===== src/rtl/uart_pkg.sv =====
// Shared definitions for the UART receive path: state encoding and frame defaults.
// Latency: n/a (package only).
// Backpressure: n/a (package only).
package uart_pkg;

    typedef enum logic [1:0] {
        IDLE  = 2'b00,
        START = 2'b01,
        DATA  = 2'b10,
        STOP  = 2'b11
    } uart_state_t;

    localparam int DEF_DATA_BITS  = 8;
    localparam int DEF_OVERSAMPLE = 16;
    localparam int DEF_SB_TICK    = 16;

    function automatic int max_int(input int a, input int b);
        return (a > b) ? a : b;
    endfunction

endpackage


===== src/rtl/sync_2ff.sv =====
// Two-flop synchronizer for a single asynchronous bit, resets to 1 (idle line level).
// Latency: 2 clk cycles from d to q.
// Backpressure: none; samples every cycle.
// Ports: clk, reset (sync, active-high), d (async in), q (synchronized out).
module sync_2ff (
    input  logic clk,
    input  logic reset,
    input  logic d,
    output logic q
);

    logic meta;

    always_ff @(posedge clk) begin
        if (reset) begin
            meta <= 1'b1;
            q    <= 1'b1;
        end else begin
            meta <= d;
            q    <= meta;
        end
    end

endmodule


===== src/rtl/uart_rx.sv =====
// UART receiver with 16x oversampling; frames reassembled LSB-first, one done strobe per frame.
// Latency: done pulse at mid stop bit (2-cycle input sync plus 1 register stage).
// Backpressure: none; each byte is presented once and must be taken in the done cycle.
// Ports: CLK_100MHZ, reset (sync, active-high), tick (oversample strobe), rx (async line),
//        dout (last byte), rx_done_tick (1-cycle valid), frame_error (stop sampled low), busy.
module uart_rx
    import uart_pkg::*;
#(
    parameter int DATA_BITS  = DEF_DATA_BITS,
    parameter int SB_TICK    = DEF_SB_TICK,
    parameter int OVERSAMPLE = DEF_OVERSAMPLE
) (
    input  logic                 CLK_100MHZ,
    input  logic                 reset,
    input  logic                 tick,
    input  logic                 rx,
    output logic [DATA_BITS-1:0] dout,
    output logic                 rx_done_tick,
    output logic                 frame_error,
    output logic                 busy
);

    // s must also reach OVERSAMPLE-1 in DATA, so size it for the larger of the two limits.
    localparam int S_W = $clog2(max_int(SB_TICK, OVERSAMPLE));
    localparam int N_W = $clog2(DATA_BITS);

    localparam logic [S_W-1:0] S_HALF = S_W'(OVERSAMPLE / 2 - 1);
    localparam logic [S_W-1:0] S_BIT  = S_W'(OVERSAMPLE - 1);
    localparam logic [S_W-1:0] S_STOP = S_W'(SB_TICK - 1);
    localparam logic [N_W-1:0] N_LAST = N_W'(DATA_BITS - 1);

    uart_state_t          state;
    logic [S_W-1:0]       s;
    logic [N_W-1:0]       n;
    logic [DATA_BITS-1:0] shift;
    logic                 rx_s;
    logic                 rx_prev;

    sync_2ff u_sync_rx (
        .clk   (CLK_100MHZ),
        .reset (reset),
        .d     (rx),
        .q     (rx_s)
    );

    assign busy = (state != IDLE);

    always_ff @(posedge CLK_100MHZ) begin
        if (reset) begin
            state        <= IDLE;
            s            <= '0;
            n            <= '0;
            shift        <= '0;
            dout         <= '0;
            rx_done_tick <= 1'b0;
            frame_error  <= 1'b0;
            rx_prev      <= 1'b1;
        end else begin
            rx_prev      <= rx_s;
            rx_done_tick <= 1'b0;
            case (state)
                IDLE: begin
                    // Edge, not level: a held-low line (break) cannot re-arm until it goes high.
                    if (rx_prev && !rx_s) begin
                        state <= START;
                        s     <= '0;
                    end
                end
                START: begin
                    if (tick) begin
                        if (s == S_HALF) begin
                            s <= '0;
                            n <= '0;
                            // Still low at mid start bit: real frame; later samples land mid-bit.
                            state <= rx_s ? IDLE : DATA;
                        end else begin
                            s <= s + 1'b1;
                        end
                    end
                end
                DATA: begin
                    if (tick) begin
                        if (s == S_BIT) begin
                            s     <= '0;
                            shift <= {rx_s, shift[DATA_BITS-1:1]};
                            if (n == N_LAST) begin
                                n     <= '0;
                                state <= STOP;
                            end else begin
                                n <= n + 1'b1;
                            end
                        end else begin
                            s <= s + 1'b1;
                        end
                    end
                end
                STOP: begin
                    if (tick) begin
                        if (s == S_STOP) begin
                            s            <= '0;
                            dout         <= shift;
                            frame_error  <= ~rx_s;
                            rx_done_tick <= 1'b1;
                            state        <= IDLE;
                        end else begin
                            s <= s + 1'b1;
                        end
                    end
                end
                default: begin
                    state <= IDLE;
                    s     <= '0;
                    n     <= '0;
                end
            endcase
        end
    end

endmodule

===== config.mk =====
export PLATFORM = sky130hd
export DESIGN_NAME = uart_rx
export DESIGN_NICKNAME = d
export VERILOG_FILES = /design/src/rtl/uart_pkg.sv /design/src/rtl/sync_2ff.sv /design/src/rtl/uart_rx.sv
export SDC_FILE = /design/constraint.sdc
export NUM_CORES = 1
export LEC_CHECK = 0
export BUFFER_PORTS_ARGS = -buffer_cell sky130_fd_sc_hd__buf_2
export CAP_MARGIN = 20
export CORE_MARGIN = 4
export CORE_UTILIZATION = 50
export DETAILED_ROUTE_END_ITERATION = 6
export HOLD_SLACK_MARGIN = 0.1
export PLACE_DENSITY = 0.7
export SYNTH_ARGS = -nofsm -noshare
export SYNTH_HDL_FRONTEND = slang
export SYNTH_SLANG_ARGS = --single-unit

===== constraint.sdc =====
create_clock -name CLK_100MHZ -period 2.2 [get_ports CLK_100MHZ]
set_clock_uncertainty 0.15 [all_clocks]
set_input_delay 0.22 -clock CLK_100MHZ [delete_from_list [all_inputs] [get_ports CLK_100MHZ]]
set_output_delay 0.22 -clock CLK_100MHZ [all_outputs]
set_load 0.02 [all_outputs]

Yosys cells after proc, flatten, opt, wreduce, memory -nomap -nowiden. Cells that the tools add are included.

Bitwise gates (word level): 3. Equal/unequal tests: 15. Mux-type cells: 23. Add/subtract/negate cells: 2. Reductions and logical operators: 12.

Operator list (number): 2-to-1 mux 4 bit (5); 2-to-1 mux 2 bit (9); != test 2 bit (second input constant) (8); 2-to-1 mux 3 bit (5); one-hot mux 4 bit (3 select lines) (1); AND reduction 3 bit (3); one-hot mux 2 bit (4 select lines) (1); AND reduction 8 bit (1); one-hot mux 3 bit (2 select lines) (1); AND reduction 5 bit (1); adder 4 x 1 -> 4 bit (second input constant) (1); == test 2 bit (second input constant) (2); == test 4 x 3 -> 1 bit (second input constant) (1); == test 4 bit (second input constant) (1); nonzero test 2 bit (2); adder 3 x 1 -> 3 bit (second input constant) (1); == test 3 bit (second input constant) (1); NOT 1 bit (3); OR reduction 3 bit (1); == test 2 x 1 -> 1 bit (second input constant) (1); logical NOT 2 bit (1); != test 2 x 1 -> 1 bit (second input constant) (1); OR reduction 2 bit (1); logical AND 1 bit (1); 2 further kinds (2).

Input bits: 4. Output and inout port bits: 11. Flip-flop bits (word level): 30. Word-level logic and storage cells: 65.

Depth between registers and ports, before layout.
Depth in word-level cells: 5. Gate-level depth with buffers: 6. Gate-level depth less buffers: 5.

By module. A second synthesis with hierarchy kept.

Cells, all modules: 133. Area total of the unflattened synthesis: 1236.2 um^2.

By module, submodules not included: uart_rx (sequential area each 560.5 um^2, area an instance 1183.6 um^2, times used 1, cells an instance 129); sync_2ff (sequential area each 40.0 um^2, area an instance 52.6 um^2, times used 1, cells an instance 4).

Worst setup path before layout. OpenSTA, ideal clock, no wires.

Kind: flip-flop to flip-flop. From: register s[0]. To: register shift[0]. Period minus slack after synthesis: 1.591 ns. Setup time: 0.128 ns. Required time: 1.922 ns. Stages on the path, launching flop included: 7. Buffers on the path: 1. Arrival: 1.314 ns. Slack: 0.609 ns. Cell sequence: dfxtp_1 ha_1 and4_1 and3_1 buf_4 mux2i_1 nor2_1.

Word-level cells in the longest chain between the ends: 2.

Ends and longest elaborated chain: from (decl) (RTL line uart_rx.sv:33) `logic [S_W-1:0] s;`; from (signal assigned) (RTL line uart_rx.sv:77) `s <= s + 1'b1;`; from (signal assigned) (RTL line uart_rx.sv:93) `s <= s + 1'b1;`; from (signal assigned) (RTL line uart_rx.sv:106) `s <= s + 1'b1;`; == test 4 bit (RTL line uart_rx.sv:83) `if (s == S_BIT) begin`; AND reduction 3 bit (no line); to (signal assigned) (RTL line uart_rx.sv:85) `shift <= {rx_s, shift[DATA_BITS-1:1]};`; to (decl) (RTL line uart_rx.sv:35) `logic [DATA_BITS-1:0] shift;`.

Every way passes these cells. A chain may end at the register's enable or synchronous reset.

Worst setup path after layout.
From: register s[0]. To: register shift[2].

Same word-level chain as after synthesis.

==> run summary <==
The signal on the critical path passes through ha_1 > and4_1 > and3_1 > mux2i_1 > nor2_1. The via-per-instance ratio was 5.29. After synthesis the netlist holds a flip-flop and latch count of 30. The area of all placed cells without fillers is 1330 µm². The tightest min-delay check is of the input pin to flop type. The final clock period utilization by the worst path came out at 0.856. IR analysis of the VDD net gives a maximum drop of 0.420 mV. The worst setup path is captured at a flop. The overall die height was 57.5 µm; the count of synthesis-stage warnings from yosys was 0.

The number of different library cells used by synthesis comes to 31. The area overhead of the layout relative to synthesis was 8.48%. For the sequential fraction of the synthesis area, the log shows 0.490. For this design the ratio of total power to cell area is 652 nW/µm². The tools report the number of rows in the core area as 17.

After clock tree synthesis, the clock-pin slew on the worst setup and hold paths is 0.08 ns. The count of unresolved DRC violations after routing is 0. The total cell area at the placement stage is 1270 µm².

The run finished with clean final reports. The depth of the most critical reg-to-reg path works out to 5. The critical path runs through a total of 5 cells. The first global-routing pass estimated 3760 µm of wire.

After global routing the overflow that remains totals 0. The post-synthesis net count came out at 138. The mapped netlist covers 1220 µm².

The delay of the slowest cell on the worst path was 0.45 ns. Shortest period the worst path allows: 1.88 ns. The region available for standard cell placement spans 2280 µm².

The number of buffers added by the clock tree synthesis step was 5; the cell depth of the worst hold path was 5. Critical path launch point type: a flop. The net count of the finished layout is 152. The instance count of the mapped netlist was 131; the final routed wire length divided by cell count was 12.3 µm.

Met1 global-route usage: 0.193. Once detail routing completed, the nets flagged for antenna violations numbered 0. Setup repair after global routing left no endpoint under its margin. For the pin with the worst max-slew slack, the measured transition is 0.551 ns.

The run gives 0 as the initial antenna violation count. The tools report the number of hold-slack violations in the final timing report as 0. The total of cells resized after clock tree synthesis came out at 0.

The clock latency on the worst-skew pair is 0.31 ns, and the die area is 3310 µm². The congestion estimate from routability-driven global placement came to 0.781. The placed wire-length estimate after detailed placement came out at 1410 µm. For the met3 usage, the log shows 0.0498.

Library cell used as clock root buffer: sky130_fd_sc_hd__clkbuf_4. In this run the most used layer during global routing was met2. The fmax is 0.531 GHz, and the number of clock sinks seen by CTS is 30. At the worst endpoint, the required time is 2.24 ns. The static leakage is 0.000504 µW, and the met2 capacity usage during global routing is 0.218. TritonCTS built the clock tree. The fraction of layout cells with a size suffix above 1 was 0.172.

The critical path contains buffers and inverters numbering 0 combined. Data arrives at the worst endpoint at 1.92 ns. Setup violations remaining at the end of the flow were counted as 0. The die width is 57.5 µm, and the relative slew slack is 0.627. Entering global routing, the biggest net connects 31 pins. The H-tree was split into 2 levels. Cell with the biggest individual delay on the critical path: sky130_fd_sc_hd__and3_1. The max capacitance violation total is 0. Input and output buffers added on the ports amount to 14. Of all nets on the critical path, the largest fanout is 8. Grouping stages by cell kind, the critical path spends the most delay in simple AND/OR/NAND/NOR gates. The overall routed net length is 2130 µm.

The run gives 916 as the via count of the routed design. The initial core utilization came out at 0.538. The detailed router finished its first iteration with 12 violations.

For the number of global-route vias before repair, the log shows 877. The global-route usage over all layers was 0.149. The maximum count of clock buffers along a single path was 2; the top-level port count was 15. The tools report the first-pass iteration count of the detailed router as 4. By startpoint and endpoint, the worst setup path is classified as flop to flop.

After routing, the total negative slack on setup checks comes to 0 ns. The average instance in the mapped netlist occupies 9.35 µm². Count of inserted antenna diode cells: 0.

The tools report the final count of pins violating max slew as 0.
## what timing repair did
item | 4_1_cts | 5_1_grt
endpoints found under the hold margin | 1 | 0
hold buffers | 1 | 0
buffers inserted | 0 | 0
## cell type report
cell class | instances | area (µm²)
multi-input combinational | 91 | 561
clock buffer | 7 | 45.0
fill | 216 | 947
tap | 28 | 35.0
timing repair buffer | 15 | 80.1
inverter | 2 | 7.51
sequential | 30 | 601
## per-stage QoR
step	worst slack (ns)	utilization	power [µW]	cells	hold slack, ns
floorplan	0.609	-	584	131	0.174
global route	0.150	0.584	920	173	0.200
CTS	0.310	0.584	879	173	0.168
finish	0.317	0.584	866	173	0.176
global placement	0.367	0.560	589	165	0.248
detailed placement	0.327	0.560	590	165	0.260
## cell usage after synthesis, drive strengths merged
library cell / count / share of area
a211oi: 2 / 0.012
a21oi: 12 / 0.058
a221oi: 1 / 0.0072
a22oi: 1 / 0.0061
a31oi: 2 / 0.010
and2: 1 / 0.0051
and3: 2 / 0.010
and4: 1 / 0.0072
buf: 5 / 0.037
clkbuf: 3 / 0.0092
dfxtp: 30 / 0.49
ha: 3 / 0.031
inv: 2 / 0.0061
mux2i: 11 / 0.090
nand2: 18 / 0.055
nand2b: 1 / 0.0051
nand3: 3 / 0.012
nand3b: 1 / 0.0061
nand4: 1 / 0.0051
nor2: 17 / 0.052
nor3: 1 / 0.0041
nor4b: 2 / 0.014
nor4bb: 1 / 0.0082
o21a: 1 / 0.0061
o21ai: 2 / 0.0082
or2: 4 / 0.020
or3b: 1 / 0.0092
xnor2: 1 / 0.0072
xor2: 1 / 0.0072
## metal layers
layer  vias to the layer above  wire (µm)
li1                        475          -
met1                       414       1020
met2                        22        951
met3                         5        118
met4                         0         38
met5                         -          0
## path summary, 6_finish.rpt
check / from / end / slack [ns]
max: s[0]$_SDFFE_PP0P_ / shift[2]$_SDFFE_PP0P_ / 0.32
min reg2reg: u_sync_rx.meta$_SDFF_PP1_ / u_sync_rx.q$_SDFF_PP1_ / 0.28
max reg2reg: s[0]$_SDFFE_PP0P_ / shift[2]$_SDFFE_PP0P_ / 0.32
min: tick / s[3]$_SDFFE_PP0P_ / 0.18
## power breakdown
part	internal (µW)	switching, µW	total, µW
registers	546	4.39	551
clock network	120	167	287
logic	11.1	16.7	27.8
## cells by family after synthesis
group / Yosys count / synth area share
AO/OA/AOI/OAI: 21 / 0.108
XOR/XNOR: 2 / 0.0143
adder cells (fa/ha/maj): 3 / 0.0306
buffers and inverters: 10 / 0.0521
flip-flops: 30 / 0.490
multiplexers: 11 / 0.0899
AND/OR/NAND/NOR: 54 / 0.215
## sequential cells by signal (all words and copies together) (netlist names), 3 cells and up, named ones only
register,count
dout,8
shift,8
s,4
n,3
## cell usage in the layout, fill, tap and decap left out, drive strengths merged, types with 2 or more instances in the layout
| master | count |
|---|---|
| dfxtp | 30 |
| nand2 | 18 |
| nor2 | 17 |
| buf | 14 |
| a21oi | 12 |
| mux2i | 11 |
| clkbuf | 7 |
| or2 | 4 |
| nand3 | 3 |
| ha | 3 |
| and3 | 2 |
| inv | 2 |
| nor4b | 2 |
| a31oi | 2 |
| a211oi | 2 |
| o21ai | 2 |
## tightest hold or removal path, delay by kind of cell
kind	cells	cell delay, ns
buffers and inverters	1	0.12
AO/OA/AOI/OAI	4	0.26
Note: power is estimated with default switching activity, not from simulation.
